## src/rtl/tpx3_packet_assembler.sv

```systemverilog
`timescale 1ns/1ps
`default_nettype none
// ============================================================================
// Module      : tpx3_packet_assembler
// Description : Pairs upper/lower Timepix3 half-words from the receiver FIFO
//               into 48-bit packets on a valid/ready stream; counts drops.
// Revision    : 1.0 - initial release
// ============================================================================
module tpx3_packet_assembler #(
    parameter logic [6:0]  DATA_IDENTIFIER = 7'd0,
    parameter int unsigned TIMEOUT_CYCLES  = 255
) (
    input  logic        BUS_CLK,
    input  logic        BUS_RST_N,
    input  logic        ENABLE,
    input  logic        CNT_CLR,
    input  logic        FIFO_EMPTY,
    input  logic [31:0] FIFO_DATA,
    output logic        FIFO_READ,
    output logic [47:0] PKT_DATA,
    output logic        PKT_VALID,
    input  logic        PKT_READY,
    output logic [7:0]  ID_ERR_CNT,
    output logic [7:0]  SYNC_ERR_CNT,
    output logic [7:0]  TIMEOUT_CNT,
    output logic        BUSY
);

    localparam logic [1:0]  c_ST_WAIT_HI = 2'd0;
    localparam logic [1:0]  c_ST_WAIT_LO = 2'd1;
    localparam logic [1:0]  c_ST_OUT     = 2'd2;
    localparam logic [15:0] c_TMO_LIMIT  = 16'(TIMEOUT_CYCLES);

    logic [1:0]  r_state;
    logic [23:0] r_upper;
    logic [15:0] r_tmo;
    logic [47:0] r_pkt_data;
    logic        r_pkt_valid;
    logic [7:0]  r_id_err_cnt;
    logic [7:0]  r_sync_err_cnt;
    logic [7:0]  r_timeout_cnt;

    logic        w_pop;
    logic        w_id_ok;
    logic        w_half;
    logic        w_vpop;
    logic [15:0] w_tmo_next;
    logic        w_tmo_expire;
    logic        w_id_err_ev;
    logic        w_sync_err_ev;

    function automatic logic [7:0] f_sat_inc(input logic [7:0] v);
        return (v == 8'hFF) ? v : v + 8'd1;
    endfunction

    always_comb begin
        w_pop         = ((r_state == c_ST_WAIT_HI) || (r_state == c_ST_WAIT_LO))
                        && ENABLE && !FIFO_EMPTY && BUS_RST_N;
        w_id_ok       = (FIFO_DATA[31:25] == DATA_IDENTIFIER);
        w_half        = FIFO_DATA[24];
        w_vpop        = w_pop && w_id_ok;
        w_tmo_next    = r_tmo + 16'd1;
        // Any valid-ID pop in WAIT_LO pre-empts an expiry in the same cycle
        w_tmo_expire  = (r_state == c_ST_WAIT_LO) && !w_vpop && (w_tmo_next == c_TMO_LIMIT);
        w_id_err_ev   = w_pop && !w_id_ok;
        w_sync_err_ev = w_vpop && (((r_state == c_ST_WAIT_HI) && !w_half) ||
                                   ((r_state == c_ST_WAIT_LO) &&  w_half));
    end

    always_ff @(posedge BUS_CLK) begin
        if (!BUS_RST_N) begin
            r_state     <= c_ST_WAIT_HI;
            r_upper     <= 24'd0;
            r_tmo       <= 16'd0;
            r_pkt_data  <= 48'd0;
            r_pkt_valid <= 1'b0;
        end else begin
            case (r_state)
                c_ST_WAIT_HI: begin
                    if (w_vpop && w_half) begin
                        r_upper <= FIFO_DATA[23:0];
                        r_tmo   <= 16'd0;
                        r_state <= c_ST_WAIT_LO;
                    end
                end
                c_ST_WAIT_LO: begin
                    if (w_vpop && !w_half) begin
                        r_pkt_data  <= {r_upper, FIFO_DATA[23:0]};
                        r_pkt_valid <= 1'b1;
                        r_state     <= c_ST_OUT;
                    end else if (w_vpop) begin
                        r_upper <= FIFO_DATA[23:0];
                        r_tmo   <= 16'd0;
                    end else if (w_tmo_expire) begin
                        r_upper <= 24'd0;
                        r_tmo   <= 16'd0;
                        r_state <= c_ST_WAIT_HI;
                    end else begin
                        r_tmo <= w_tmo_next;
                    end
                end
                c_ST_OUT: begin
                    if (PKT_READY) begin
                        r_pkt_valid <= 1'b0;
                        r_state     <= c_ST_WAIT_HI;
                    end
                end
                default: begin
                    r_pkt_valid <= 1'b0;
                    r_state     <= c_ST_WAIT_HI;
                end
            endcase
        end
    end

    // Clear wins over a coincident increment
    always_ff @(posedge BUS_CLK) begin
        if (!BUS_RST_N || CNT_CLR) begin
            r_id_err_cnt   <= 8'd0;
            r_sync_err_cnt <= 8'd0;
            r_timeout_cnt  <= 8'd0;
        end else begin
            if (w_id_err_ev)   r_id_err_cnt   <= f_sat_inc(r_id_err_cnt);
            if (w_sync_err_ev) r_sync_err_cnt <= f_sat_inc(r_sync_err_cnt);
            if (w_tmo_expire)  r_timeout_cnt  <= f_sat_inc(r_timeout_cnt);
        end
    end

    assign FIFO_READ    = w_pop;
    assign PKT_DATA     = r_pkt_data;
    assign PKT_VALID    = r_pkt_valid;
    assign ID_ERR_CNT   = r_id_err_cnt;
    assign SYNC_ERR_CNT = r_sync_err_cnt;
    assign TIMEOUT_CNT  = r_timeout_cnt;
    assign BUSY         = (r_state != c_ST_WAIT_HI);

endmodule
`default_nettype wire

```

## config.mk

```make
export PLATFORM = sky130hd
export DESIGN_NAME = tpx3_packet_assembler
export DESIGN_NICKNAME = d
export VERILOG_FILES = /design/src/rtl/tpx3_packet_assembler.sv
export SDC_FILE = /design/constraint.sdc
export NUM_CORES = 1
export LEC_CHECK = 0
export ABC_AREA = 1
export BUFFER_PORTS_ARGS = -buffer_cell sky130_fd_sc_hd__buf_4
export CAP_MARGIN = 20
export CORE_AREA = 3 3 136 138
export DETAILED_ROUTE_END_ITERATION = 7
export DIE_AREA = 0 0 139 141
export PLACE_DENSITY = 0.47
export SKIP_CTS_REPAIR_TIMING = 1
export SLEW_MARGIN = 20
export SYNTH_ARGS = -nofsm -noshare
export SYNTH_HDL_FRONTEND = slang
export SYNTH_SLANG_ARGS = --single-unit
```

## constraint.sdc

```tcl
create_clock -name BUS_CLK -period 4.1 [get_ports BUS_CLK]
set_clock_uncertainty 0.2 [all_clocks]
set_input_delay 0.205 -clock BUS_CLK [delete_from_list [all_inputs] [get_ports BUS_CLK]]
set_output_delay 0.205 -clock BUS_CLK [all_outputs]
set_load 0.05 [all_outputs]
```

**After elaboration in Yosys (flattened, before gate mapping)**

Index checks and enable logic that the tools add are counted.

- Register bits: 115
- Input port bits: 38
- Output and inout port bits: 75

- Add/sub/neg operators: 4
- Equality and inequality tests: 13
- Muxes and demuxes: 19
- Bitwise gates (word level): 4
- Reductions and logical operators: 32

Operator list:

| operator | number |
|---|---|
| 24-bit two-way mux | 4 |
| 16-bit two-way mux | 4 |
| 24-bit one-hot mux with 2 select lines | 1 |
| 16-bit one-hot mux with 2 select lines | 1 |
| 8-bit by 1-bit adder with 8-bit output (second input constant) | 3 |
| 8-bit equality test (second input constant) | 3 |
| 16-bit by 1-bit adder with 16-bit output (second input constant) | 1 |
| 16-bit by 8-bit equality test with 1-bit output (second input constant) | 1 |
| 1-bit logical AND | 12 |
| 2-bit two-way mux | 5 |
| 2-bit AND reduction | 4 |
| 4-bit AND reduction | 2 |
| 7-bit logical NOT | 1 |
| 3-bit by 2-bit inequality test with 1-bit output (second input constant) | 2 |
| 2-bit one-hot mux with 3 select lines | 1 |
| 3-bit AND reduction | 2 |
| 1-bit logical NOT | 5 |
| 2-bit by 1-bit inequality test with 1-bit output (second input constant) | 2 |
| 2-bit inequality test (second input constant) | 2 |
| 1-bit inverter | 4 |
| 2-bit nonzero test | 2 |
| 1-bit logical OR | 3 |
| 3-bit inequality test (second input constant) | 1 |
| 1-bit one-hot mux with 3 select lines | 1 |
| other kinds (4) | 5 |

**Longest topological paths before layout**

Gate-level depths: netlist (run 1).

- Depth in word-level cells: 13
- Gate-level depth with buffers: 14

**Least setup slack after synthesis (run 1)**

No wires, ideal clock.

- Path kind: reg-to-reg
- Start: reg r_sync_err_cnt[1] (netlist: SYNC_ERR_CNT[1])
- End: reg r_sync_err_cnt[7] (netlist: SYNC_ERR_CNT[7])
- Library setup time: 0.123 ns
- Data arrival time: 1.843 ns
- Data required time: 3.777 ns
- Setup slack: 1.934 ns
- Stages on the path, launching flop included: 11
- Buffers on the path: 0
- Cell sequence: dfxtp_1 > ha_1 > nand2_1 > nor3_1 > inv_1 > nor3_1 > inv_1 > nand2_1 > inv_1 > nand2_1 > a21oi_1

- Word-level cells in the longest chain between the ends: 3
- Elaborated cells between the ends (all ways): 4

RTL lines:

| element | line | text |
|---|---|---|
| from (decl) | 40 | `logic [7:0] r_sync_err_cnt;` |
| from (signal assigned) | 124 | `if (w_sync_err_ev) r_sync_err_cnt <= f_sat_inc(r_sync_err_cnt);` |
| parallel branches: the longest is 3 deep, another holds 8-bit by 1-bit adder with 8-bit output | - |  |

Several ways; the timed one is not identified.
A chain may end at the register's enable or synchronous reset.

**Final worst setup path (run 1)**

- Start: reg r_tmo[1]
- End: reg r_tmo[2]

- Word-level cells in the longest chain between the ends: 7

RTL lines:

| element | line | text |
|---|---|---|
| from (decl) | 36 | `logic [15:0] r_tmo;` |
| from (signal assigned) | 99 | `r_tmo <= w_tmo_next;` |
| 16-bit by 1-bit adder with 16-bit output (*) | 62 | `w_tmo_next = r_tmo + 16'd1;` |
| 16-bit by 8-bit equality test with 1-bit output | 64 | `w_tmo_expire = (r_state == c_ST_WAIT_LO) && !w_vpop && (w_tmo_next == c_TMO_LIMIT);` |
| 1-bit logical AND | 64 |  |
| 16-bit two-way mux (*) | 94 | `end else if (w_tmo_expire) begin` |
| 16-bit two-way mux (*) | 91 | `end else if (w_vpop) begin` |
| 16-bit two-way mux (*) | 87 | `if (w_vpop && !w_half) begin` |
| 16-bit one-hot mux with 2 select lines (*) | 78 | `case (r_state)` |

Every way passes the cells marked *; elsewhere a longest branch is shown, timed or not. The select of a mux whose other input is x is not followed.

==> summary.txt, run 1 <==
Logic synthesis
  – Simple-gate area share of the yosys netlist: 34.4%
  – Post-Syn Nets: 750
  – Mux share of post-synthesis cell area: 0%
  – Gate Count Post-Synth: 707
  – Yosys cell types: 36
  – Post-synth design cell area: 5170 µm²
  – Post-Synth Adder-Cell Area: 1.21%
  – Warnings, synthesis: 0
  – Xor-xnor portion of the synthesized cell area: 2.54%
  – Sequential share of the synthesized area: 44.5%
  – Largest family of logic cells by synthesized area: simple AND/OR/NAND/NOR gates
  – Synth Area per Inst: about 7.3 µm²
  – Synth Area in Compound Gates: 10.1%
  – Synth Register Bits: 115

Clock network
  – Sink Count: roughly 120
  – Root Driver: clkbuf_16
  – CTS tree: done
  – H-Tree Depth: 4
  – Clk slew on worst S/H paths: approximately 0.050 ns
  – Worst-skew pair later-pin latency: 0.41 ns
  – Total CTS buffers: 17
  – Max clock buf depth: 2

Timing
  – WHS: between 0.015 and 0.02 ns
  – Final setup viols: 0
  – Final period util: 62.9%
  – Max Clk Rate: 0.388 GHz
  – Final Hold Vio Count: 0
  – Worst-Margin Slew: between 0.9 and 1 ns
  – Fin Setup TNS: 0 ns
  – Slew HR: 35.9%
  – Minimum clock period: roughly 2.6 ns
  – RSZ-0062 raised after global routing: no
  – Max-slew violations: 0

Critical path
  – Worst setup EP type: flip-flop
  – Worst Path Required: 4.20 ns
  – CP startpoint: r_tmo[1]
  – Slowest cell on crit path: dfxtp_1
  – R2R setup slack: 1.52 ns
  – Worst Path Class, Setup: reg2reg
  – Worst-path maximum fanout: 25
  – FF-to-FF path depth: 12
  – FF-to-FF End: r_tmo[2]
  – Critical Path Max Stage Delay: 0.38 ns
  – CP Cell Sequence: ha_1 > nand3_2 > inv_1 > nand3_1 > nand2_1 > nand3_1 > nor2_1 > nand2_1 > o21ai_4 > nand2_4 > nand2_4 > nor2_1
  – Worst Path Arrival: 2.68 ns
  – CP Launch Type: flip-flop
  – Buf/Inv on CP: 1
  – R2r startpoint: r_tmo[1]
  – Critical path's top delay family: simple AND/OR/NAND/NOR gates

Global route
  – First-pass GRT wire length: 23.8 mm
  – Initial antenna violation count: 0
  – Vias in the first global route: 4784
  – Largest net degree at the start of global routing: 55
  – Grt ovf: 0
  – GRT Total Usage: 14.9%

Floorplan
  – Die Ht: around 140 µm
  – IO Count: 113
  – Starting Density: approximately 30%
  – Die Width: 139 µm
  – Core Rows: 48
  – Core area: 17300 µm²
  – Die area: 19600 µm²

Layout
  – Fin area: 7010 µm²
  – Layout cells sized above 1: 21.6%
  – # diodes: 0
  – Nets: 878
  – Area Overhead vs Synth: 35.5%

Min path
  – Hold path start: BUS_RST_N
  – Worst Hold Class: in2reg
  – Hold Path Sink: r_upper[11]
  – Hold Path Cell Cnt: 3

Status
  – Status: complete, no violations

Drt
  – Iteration count of the initial detailed-routing pass: 4
  – Number of vias per cell: between 4 and 5
  – Post-DRT Antenna Nets: 0
  – Routed wire length: 14.6 mm
  – Via count: 5033
  – Drc violations: 0
  – 1st-iter DRT viols: 239
  – Drt wl/cell: 13.6 µm

Place
  – IO Port Bufs: 112
  – GP Congestion: 0.853
  – HPWL Detailed: 10.2 mm
  – Post-DP Area: 6170 µm²

Power and ir drop
  – Max VDD drop: 0.287 mV
  – Power per Cell Area: 382 nW/µm²
  – Leak pwr: 2.82 nW

Job
  – Number of max-cap violations: 0
layout by cell type (no fill, tap or decap), types with 2 or more instances in the layout:
cell type,Yosys,layout
nor2_2,14,14
nand3_2,6,6
ha_1,5,5
nor3_1,9,9
xor2_1,11,11
dfxtp_1,115,115
bufinv_16,0,2
nand2_4,2,2
clkinv_2,0,2
nor2_1,46,45
nand2_1,183,183
o21ai_0,23,23
nand2_2,5,5
clkbuf_16,0,17
nor2_4,4,5
inv_1,56,56
a21oi_1,67,67
buf_4,0,115
dlygate4sd3_1,0,25
clkbuf_8,0,4
nand3_1,92,92
xnor2_1,4,4
o21ai_1,2,2
nor4_1,3,3
a22oi_1,2,2
nand4_1,15,15
clkbuf_1,16,2
clkinvlp_4,0,3
inv_2,2,2
layer usage:
metal,part of all wire (%),global-route usage (%),vias up
met3,6.0,5.50,12
li1,-,-,2579
met5,0,0,-
met1,48,20.0,2317
met2,45,22.7,125
met4,0.83,4.22,0
where the power goes:
group	internal (W)	switching [W]
sequential	0.00112	0.000000792
combinational	0.0000435	0.0000456
clock	0.000953	0.000517
worst reg2reg max path: stages (launching register included):
cell and delay, ns:
dfxtp_1 0.38, ha_1 0.22, nand3_2 0.14, inv_1 0.15, nand3_1 0.08, nand2_1 0.12
nand3_1 0.08, nor2_1 0.15, nand2_1 0.14, o21ai_4 0.19, nand2_4 0.23, nand2_4 0.30
nor2_1 0.08
final cells by class:
class	count	area, µm²
Sequential cell	115	2300
Multi-Input combinational cell	503	2500
Tap cell	225	282
Timing Repair Buffer	140	1110
Fill cell	1794	10300
Clock buffer	23	488
Inverter	58	218
Clock inverter	8	101
flip-flops by register name, indices dropped and copies added (netlist names):
| name | count |
|---|---|
| PKT_DATA | 48 |
| SYNC_ERR_CNT | 8 |
| r_tmo | 16 |
| r_state | 2 |
| TIMEOUT_CNT | 8 |
| PKT_VALID | 1 |
| r_upper | 24 |
| ID_ERR_CNT | 8 |
through the flow:
step | total power, W | setup WS [ns] | std cells | util (%)
3_3_place_gp | 0.00121 | 1.32 | 1016 | 35.7
5_1_grt | 0.00278 | 1.31 | 1072 | 40.5
6_report | 0.00268 | 1.52 | 1072 | 40.5
2_1_floorplan | 0.00117 | 1.93 | 707 | -
4_1_cts | 0.00270 | 1.50 | 1047 | 39.1
3_5_place_dp | 0.00122 | 1.24 | 1016 | 35.7
cells in the mapped netlist, drive strengths merged:
| cell type | number | area (µm²) |
|---|---|---|
| nand2 | 190 | 741 |
| dfxtp | 115 | 2300 |
| nand3 | 99 | 538 |
| a21oi | 68 | 344 |
| nor2 | 64 | 305 |
| inv | 58 | 218 |
| o21ai | 26 | 141 |
| clkbuf | 16 | 60.1 |
| buf | 15 | 95.1 |
| nand4 | 15 | 93.8 |
| nor3 | 11 | 71.3 |
| xor2 | 11 | 96.3 |
| ha | 5 | 62.6 |
| xnor2 | 4 | 35.0 |
| nor4 | 3 | 18.8 |
| a22oi | 2 | 15.0 |
| a211oi | 1 | 7.51 |
| and2 | 1 | 6.26 |
| o21a | 1 | 7.51 |
| o21bai | 1 | 7.51 |
| or2 | 1 | 6.26 |
worst max-delay path by stage:
| stage | depth (start not counted) | slack [ns] | endpoint |
|---|---|---|---|
| finish | 12 | 1.52 | r_tmo[2] |
| global route | 12 | 1.31 | r_tmo[3] |
| CTS | 12 | 1.50 | r_tmo[1] |
| detailed placement | 6 | 1.24 | ID_ERR_CNT[4] |
| global placement | 6 | 1.32 | ID_ERR_CNT[4] |
| floorplan | 10 | 1.93 | SYNC_ERR_CNT[7] |
cell families (layout without fill, tap and decap cells):
kind of cell,after synthesis,count (layout)
AO/OA/AOI/OAI,99,99
XOR/XNOR,15,15
adder cells (fa/ha/maj),5,5
buffers and inverters,89,229
flip-flops,115,115
AND/OR/NAND/NOR,384,384
(Power assumes the default switching activity.)
==> run 2, diff against run 1 <==
- PLACE_DENSITY: 0.47 -> 0.48
- clock period: 4.1 -> 2.05 ns (I/O delays scaled with it)
==> summary.txt, run 2 (synthesis gave the netlist of run 1 again) <==
Drt
  – Drt wl/cell: 13.4 µm (-1.3%)
  – Via count: 5202 (+3.4%)
  – Routed wire length: 15.1 mm (+3.5%)
  – Number of vias per cell: 4.62 (-1.5%)
  – Post-DRT Antenna Nets: 0 (unchanged)
  – Drc violations: 0 (unchanged)
  – Iteration count of the initial detailed-routing pass: 6 (+2)
  – 1st-iter DRT viols: 207 (-13%)

Timing
  – Final period util: 110% (+47 points)
  – Minimum clock period: 2.25 ns (-0.325 ns)
  – Fin Setup TNS: -6.75 ns (-6.75 ns)
  – Max-slew violations: 0 (unchanged)
  – Final setup viols: 47 (+47)
  – Post-route setup slack: -0.203 ns (-1.72 ns)
  – Worst-Margin Slew: 0.517 ns (-0.443 ns)
  – Slew HR: 65.5% (+30 points)
  – Final Hold Vio Count: 0 (unchanged)
  – Max Clk Rate: 0.444 GHz (+14%)
  – RSZ-0062 raised after global routing: yes

Global route
  – Largest net degree at the start of global routing: 54 (-1.8%)
  – Initial antenna violation count: 0 (unchanged)
  – GRT Total Usage: 15.0% (+0.10 points)
  – Vias in the first global route: 4930 (+3.1%)
  – Grt ovf: 0 (unchanged)
  – First-pass GRT wire length: 24.2 mm (+1.7%)
  – GR Util met3: 4.88% (-0.61 points)
  – Busiest grt layer: met2
  – Met2 Usage GRT: 23.1% (+0.46 points)
  – GR met1 Demand/Resource: 19.9% (-0.17 points)

Layout
  – Fin area: 7720 µm² (+10%)
  – Most frequent cells in the layout: 179 x nand2_1, 158 x buf_4, 103 x dfxtp_1, 82 x nand3_1, 66 x a21oi_1
  – Layout cells sized above 1: 30.8% (+9.2 points)
  – # diodes: 0 (unchanged)
  – Most common cell after layout, fill and taps aside: nand2_1
  – Max reg flops: 48 (unchanged)
  – Area Overhead vs Synth: 49.3%
  – Nets: 930 (+5.9%)
  – Final core occ: 44.7% (+4.1 points)

Critical path
  – Slowest cell on crit path: dfxtp_4
  – Worst-path maximum fanout: 7 (-72%)
  – Worst Path Class, Setup: reg2reg
  – Worst setup EP type: flip-flop
  – Worst Path Required: 2.16 ns (-2.04 ns)
  – CP Launch Type: flip-flop
  – Critical path's top delay family: simple AND/OR/NAND/NOR gates
  – Critical Path Max Stage Delay: 0.37 ns (about the same)
  – Buf/Inv on CP: 1 (unchanged)
  – Worst Path Arrival: 2.36 ns (-0.32 ns)
  – CP Cell Sequence: ha_4 > nand3_4 > nor2_4 > xor2_1 > nand3_1 > nor2_2 > nand2_2 > o21ai_4 > nand2_4 > clkbuf_16 > nand3_2 > nand2_1

Power and ir drop
  – Leak pwr: 3.16 nW (+12%)
  – P_int: 0.00445 W (+110%)
  – Combinational power share: 3.5% (+0.2 points)
  – Seq pwr share: 39.3% (-2.5 points)
  – Power per Cell Area: 736 nW/µm² (+93%)
  – Switching share of power: 21.7% (+0.70 points)
  – P_sw: 0.00124 W (+120%)
  – Clock network power share: 57.3% (+2.4 points)
  – Max VDD drop: 0.594 mV (+110%)

Clock network
  – Worst-skew pair later-pin latency: 0.42 ns (about the same)
  – Max clock buf depth: 2 (unchanged)
  – CTS tree: done
  – Sink Count: 115 (unchanged)
  – Clk slew on worst S/H paths: 0.06 ns (about the same)
  – H-Tree Depth: 4 (unchanged)
  – Total CTS buffers: 17 (unchanged)
  – Root Driver: clkbuf_16

Floorplan
  – Core area: 17300 µm² (unchanged)
  – Die area: 19600 µm² (unchanged)
  – Starting Density: 29.9% (unchanged)
  – Die Ht: 141 µm (unchanged)
  – IO Count: 113 (unchanged)
  – Core Rows: 48 (unchanged)
  – Die Width: 139 µm (unchanged)

Status
  – Status: finished, violations left
  – Failing checks: negative setup slack

Place
  – Post-DP Area: 6600 µm² (+7.0%)
  – HPWL Detailed: 10.5 mm (+3.4%)
  – IO Port Bufs: 112 (unchanged)
  – GP Congestion: 0.850 (-0.36%)

Min path
  – Worst Hold Class: in2reg

Job
  – Number of max-cap violations: 0 (unchanged)
[run 2: cell types whose count changed in the layout (fill, tap and decap cells not counted), moves of 6 or more]
cell | previous run | this run
buf_4 | 115 | 158
dfxtp_2 | 0 | 9
nand3_1 | 92 | 82
dfxtp_1 | 115 | 103
nand3_2 | 6 | 15
nor2_1 | 45 | 39
[run 2: layout make-up]
| cell class | count | area (µm²) |
|---|---|---|
| Fill cell | 1734 | 9570 |
| Multi-Input combinational cell | 503 | 2650 |
| Sequential cell | 115 | 2320 |
| Timing Repair Buffer | 192 | 1600 |
| Clock buffer | 19 | 453 |
| Tap cell | 225 | 282 |
| Inverter | 58 | 221 |
| Clock inverter | 13 | 194 |
[run 2: metal layers]
| layer | up-vias | part of all wire [%] |
|---|---|---|
| met5 | - | 0 |
| met2 | 111 | 47 |
| li1 | 2691 | - |
| met3 | 12 | 4.9 |
| met4 | 0 | 1.1 |
| met1 | 2388 | 47 |
[run 2: worst reg2reg max path, cell delays in order (launching register included)]
cell and delay (ns):
dfxtp_4 0.37, ha_4 0.15, nand3_4 0.11, nor2_4 0.18
xor2_1 0.17, nand3_1 0.11, nor2_2 0.12, nand2_2 0.08
o21ai_4 0.20, nand2_4 0.14, clkbuf_16 0.20, nand3_2 0.06
nand2_1 0.05
[run 2: worst paths after layout]
check | startpoint | to | slack [ns] | cells past startpoint
worst max register to register | r_tmo[0] | r_upper[14] | -0.20 | 12
worst min-delay path | ENABLE | ID_ERR_CNT[0] | 0.02 | 5
worst max-delay path | r_tmo[0] | r_upper[14] | -0.20 | 12
worst min register to register | r_upper[11] | r_upper[11] | 0.26 | 2
[run 2: power groups by stage]
stage / combinational [W] / sequential, W / clock (W)
floorplan: 0.0000587 / 0.00229 / 0
global placement: 0.000151 / 0.00229 / 0
detailed placement: 0.000153 / 0.00229 / 0
CTS: 0.000153 / 0.00224 / 0.00334
global route: 0.000213 / 0.00223 / 0.00344
finish: 0.000196 / 0.00223 / 0.00326
[run 2: per-stage QoR]
stage | power [W] | hold slack, ns | instances | setup WS (ns)
2_1_floorplan | 0.00235 | 0.0129 | 707 | 0.000387
3_3_place_gp | 0.00244 | 0.115 | 1061 | -0.268
3_5_place_dp | 0.00244 | 0.114 | 1061 | -0.271
4_1_cts | 0.00573 | -0.332 | 1093 | -0.298
5_1_grt | 0.00589 | 0.0453 | 1125 | -0.315
6_report | 0.00569 | 0.0190 | 1125 | -0.203
